**src/rtl/sa_pkg.sv**
```systemverilog
// Shared definitions for the 2x2 switch allocator: port count, port index type
// and the ack legality rule used by both the requester and allocator checks.
package sa_pkg;

  localparam int SA_PORTS = 2;

  typedef logic [0:0] sa_port_t;

  // Legal: one-hot or zero ack, and every acked port must be requesting.
  function automatic logic ack_legal(input logic [SA_PORTS-1:0] req,
                                     input logic [SA_PORTS-1:0] ack);
    return (ack != 2'b11) && ((ack & ~req) == 2'b00);
  endfunction

endpackage

```
**src/rtl/sa_req_fifo.sv**
```systemverilog
// Per-port input FIFO with occupancy counter; full/empty come from registered state only.
module sa_req_fifo #(
  parameter int DATA_W = 32,
  parameter int DEPTH  = 4
) (
  input  logic              clk,
  input  logic              rst_n,
  input  logic              push,
  input  logic [DATA_W-1:0] push_data,
  input  logic              pop,
  output logic [DATA_W-1:0] head,
  output logic              full,
  output logic              empty
);

  localparam int PW = $clog2(DEPTH);
  localparam int CW = $clog2(DEPTH + 1);
  localparam logic [CW-1:0] FULL_CNT = CW'(DEPTH);

  logic [DATA_W-1:0] mem [DEPTH];
  logic [PW-1:0]     wr_ptr;
  logic [PW-1:0]     rd_ptr;
  logic [CW-1:0]     count;
  logic              do_push;
  logic              do_pop;

  assign full    = (count == FULL_CNT);
  assign empty   = (count == '0);
  // A full FIFO refuses a push even if it is popped in the same cycle.
  assign do_push = push & ~full;
  assign do_pop  = pop & ~empty;
  assign head    = mem[rd_ptr];

  always_ff @(posedge clk) begin
    if (do_push) mem[wr_ptr] <= push_data;
  end

  always_ff @(posedge clk or negedge rst_n) begin
    if (!rst_n) begin
      wr_ptr <= '0;
      rd_ptr <= '0;
      count  <= '0;
    end else begin
      if (do_push) wr_ptr <= wr_ptr + 1'b1;
      if (do_pop)  rd_ptr <= rd_ptr + 1'b1;
      unique case ({do_push, do_pop})
        2'b10:   count <= count + 1'b1;
        2'b01:   count <= count - 1'b1;
        default: count <= count;
      endcase
    end
  end

endmodule

```
**src/rtl/sa_req_issuer_2x2.sv**
```systemverilog
// Requester side of the 2x2 root switch allocator: buffers input flits, raises req,
// pops on a legal same-cycle ack and registers the winner onto the traversal output.
module sa_req_issuer_2x2
  import sa_pkg::*;
#(
  parameter int DATA_W = 32,
  parameter int DEPTH  = 4
) (
  input  logic                       clk,
  input  logic                       rst_n,
  input  logic [SA_PORTS-1:0]        in_valid,
  input  logic [SA_PORTS*DATA_W-1:0] in_data,
  output logic [SA_PORTS-1:0]        in_ready,
  output logic [SA_PORTS-1:0]        req,
  input  logic [SA_PORTS-1:0]        ack,
  output logic                       out_valid,
  output logic [DATA_W-1:0]          out_data,
  output sa_port_t                   out_src,
  output logic                       err_ack
);

  logic [DATA_W-1:0]   head [SA_PORTS];
  logic [SA_PORTS-1:0] full;
  logic [SA_PORTS-1:0] empty;
  logic [SA_PORTS-1:0] push;
  logic [SA_PORTS-1:0] pop;
  logic                legal;

  for (genvar i = 0; i < SA_PORTS; i++) begin : g_port
    sa_req_fifo #(
      .DATA_W (DATA_W),
      .DEPTH  (DEPTH)
    ) u_fifo (
      .clk       (clk),
      .rst_n     (rst_n),
      .push      (push[i]),
      .push_data (in_data[i*DATA_W +: DATA_W]),
      .pop       (pop[i]),
      .head      (head[i]),
      .full      (full[i]),
      .empty     (empty[i])
    );
  end

  assign in_ready = ~full;
  assign req      = ~empty;
  assign push     = in_valid & in_ready;
  assign legal    = ack_legal(req, ack);
  // An illegal ack suppresses both pops so no flit is lost to a bad grant.
  assign pop      = legal ? (ack & req) : '0;

  always_ff @(posedge clk or negedge rst_n) begin
    if (!rst_n) begin
      out_valid <= 1'b0;
      out_data  <= '0;
      out_src   <= '0;
      err_ack   <= 1'b0;
    end else begin
      out_valid <= |pop;
      if (|pop) begin
        out_data <= pop[1] ? head[1] : head[0];
        out_src  <= sa_port_t'(pop[1]);
      end
      if (!legal) err_ack <= 1'b1;
    end
  end

endmodule

```
**config.mk**
```make
export PLATFORM = sky130hd
export DESIGN_NAME = sa_req_issuer_2x2
export DESIGN_NICKNAME = d
export VERILOG_FILES = /design/src/rtl/sa_pkg.sv /design/src/rtl/sa_req_fifo.sv /design/src/rtl/sa_req_issuer_2x2.sv
export SDC_FILE = /design/constraint.sdc
export NUM_CORES = 1
export LEC_CHECK = 0
export BUFFER_PORTS_ARGS = -buffer_cell sky130_fd_sc_hd__buf_2
export CAP_MARGIN = 20
export CORE_MARGIN = 10
export CORE_UTILIZATION = 40
export DETAILED_ROUTE_END_ITERATION = 8
export SLEW_MARGIN = 10
export SYNTH_ARGS = -nofsm -noshare
export SYNTH_HDL_FRONTEND = slang
export SYNTH_SLANG_ARGS = --single-unit
```
**constraint.sdc**
```tcl
create_clock -name clk -period 4.3 [get_ports clk]
set_clock_uncertainty 0.2 [all_clocks]
set_input_delay 0.86 -clock clk [delete_from_list [all_inputs] [get_ports clk]]
set_output_delay 0.86 -clock clk [all_outputs]
set_load 0.01 [all_outputs]
```
==> results.toml <==
[sta]
period_minus_slack_ns = 3.010
hold_violations = 0
tightest_slew_ns = 1.016
rsz0062_at_grt = "no"
worst_slack_ns = 1.290
hold-worst-slack_ns = 0.1211
max_freq_mhz = 332.3
period_share_pct = 69.99
setup_viol = 0
slew_headroom_pct = 32.10
drv_slew = 0
fin_tns_setup_ns = 0

[pwr]
p_leak_nw = 4.798
ir_drop_uv = 253.9
p_per_area_nw_per_um2 = 692.0

[logic_synthesis]
synth.area.top_cells = "edfxtp_1 (66%), mux4_2 (11%), dfrtp_1 (10%), o221a_2 (1.6%), mux4_1 (1.1%)"
yosysSeqAreaShare_pct = 76.08
yosys.cell_types.count = 34
syn_area_um2 = 11720
ys_ff_latch = 305
yosys.area.top_type = "edfxtp_1"
yosysWarnings = 0
synth_fp_nets = 645
netlist.area_leader.share_pct = 65.61
post_synth.cell_area_avg_um2 = 20.81
synth_cells = 563

[detailed_routing]
antenna_left = 0
routed_via_density = 5.213
drc = 0
wl_per_cell_um = 22.09
wl_um = 24210
first_pass_iters = 5
vias = 5713
dr.first_iter.drc_count = 369

[cts]
clock_path_buffers = 3
cts_resized = 0
cts_tree = "yes"
numCtsBuffers = 29
htree_levels = 1
cts_setup_buffers = 0
clock_sinks = 305
cts.clk_slew.worst_paths_ns = 0.06
clk_latency_ns = 0.53
root_buffer = "clkbuf_16"
cts_hold_buf = 0

[floorplanning]
die_h_um = 191.1
start_util_pct = 40.71
rows = 62
die_x_um = 191.1
die-area_um2 = 36540
core_um2 = 28780
ioPinCount = 109

[global_routing]
met1_usage_pct = 17.10
grt_first_pass_wirelength_um = 37180
grt-ovfl-total = 0
busiest_layer = "met2"
grt_max_degree = 35
antenna_found_initial = 7
grt_pass1_vias = 6158
grt_use_total_pct = 13.08
use_met2_pct = 21.98
grtUsageMet3_pct = 2.751

[hold_path]
hold_class = "input port to async pin"

[cells_and_area]
area_growth_pct = 17.39
final_nets = 769
multiInputGateArea_um2 = 2566
nFillCells = 2339
stdcell_count = 1096
drive_gt1_share_pct = 36.67
seq_area_um2 = 8917
final_area_um2 = 13750

[setup_path]
path_class = "register to primary output"
crit_chain = "nor3_4, buf_4, clkinv_1, buf_4, buf_2"
cpMaxStageDelayCell = "dfrtp_1"
crit_path_frequent_cell = "buf_4"
cp_slowest_stage_delay_ns = 0.46
cp-start-kind = "register"
critical-path-top-delay-family = "buffers and inverters"
path_buf_inv = 4
crit_path_end_kind = "primary output"
cp_max_fo = 34
required_ns = 3.24
crit_arrival_ns = 1.95

[placed_design]
dp_hpwl_um = 16110
numPortBuffers = 108
place_inst = 1040
place_area_um2 = 12700
place_ws_ns = 1.428
place.gp.congestion = 0.8292

[run]
drv_cap = 0

[run_status]
outcome = "completed"
routing by layer:
layer | share of wire [%] | vias to the layer above
met2 | 51 | 111
li1 | - | 2558
met4 | 1.5 | 6
met3 | 4.7 | 34
met5 | 0.14 | -
met1 | 43 | 3004
sequential cells by signal, indices dropped and copies added, names as in the netlist:
name	flops
g_port.u_fifo.mem	256
out_data	32
g_port.u_fifo.count	6
g_port.u_fifo.rd_ptr	4
g_port.u_fifo.wr_ptr	4
err_ack	1
out_src	1
out_valid	1
report_power, final:
group	internal (W)	total [W]	switching [W]
combinational	0.00115	0.00229	0.00114
sequential	0.00398	0.00449	0.000516
clock	0.00170	0.00273	0.00103
total	0.00683	0.00952	0.00269
cell usage after synthesis, drive strengths merged:
master and number:
a21oi 2, a31oi 13, and2 2, and3 8, buf 15, clkbuf 19
clkinv 1, dfrtp 49, edfxtp 256, fa 2, ha 10, inv 13
mux2 4, mux4 64, nand2b 3, nand3 16, nor2 4, nor2b 1
nor3 15, nor3b 1, o21ai 13, o21bai 1, o221a 17, o221ai 2
o22ai 1, or3 17, or3b 2, xnor2 8, xor2 4
cells in the final DEF, fill, tap and decap left out, drive strengths merged, types with 4 or more instances in the layout:
cell / instances
bufinv: 7
ha: 10
or3: 17
xor2: 4
o21ai: 13
xnor2: 8
buf: 127
dfrtp: 49
clkbuf: 34
nand3: 16
a31oi: 13
mux2: 4
edfxtp: 256
inv: 13
clkinv: 12
and3: 8
nor2: 4
mux4: 64
o221a: 17
nor3: 15
per-stage QoR:
step | power (W) | util, %
2_1_floorplan | 0.006029 | -
3_5_place_dp | 0.006915 | 44.13
3_3_place_gp | 0.006825 | 44.13
6_report | 0.009518 | 47.79
4_1_cts | 0.009657 | 47.76
5_1_grt | 0.009984 | 47.78
final cells by class:
| type | instances | share of cell area, % |
|---|---|---|
| clock buffers | 34 | 5.631 |
| repair buffers | 127 | 4.967 |
| diodes | 3 | 0.05459 |
| multi-input cells | 210 | 18.66 |
| clock inverters | 19 | 1.974 |
| inverters | 14 | 0.3821 |
| well taps | 384 | 3.493 |
| flip-flops and latches | 305 | 64.84 |
cells by family (layout without fill, tap and decap cells):
| kind of cell | Yosys count | after routing | share of synthesized area [%] |
|---|---|---|---|
| compound gates | 49 | 49 | 3.236 |
| mux | 68 | 68 | 12.85 |
| simple gates | 69 | 69 | 3.407 |
| other cells | 0 | 3 | 0 |
| fa+ha+maj | 12 | 12 | 1.410 |
| flops | 305 | 305 | 76.08 |
| buf+inv | 48 | 194 | 2.125 |
| xor+xnor | 12 | 12 | 0.8970 |
path summary, 6_finish.rpt:
kind | slack (ns) | cells after the start | start | to
min in group clk | 0.28 | 1 | err_ack | err_ack
setup reg to reg | 1.82 | 8 | g_port[0].u_fifo.count[0] | g_port[0].u_fifo.count[2]
max in group asynchronous | 2.96 | 2 | rst_n | g_port[1].u_fifo.rd_ptr[0]
setup / recovery | 1.29 | 5 | g_port[0].u_fifo.count[0] | req[0]
hold reg to reg | 0.28 | 1 | err_ack | err_ack
hold / removal | 0.12 | 1 | rst_n | err_ack
Note: power is estimated with default switching activity, not from simulation.
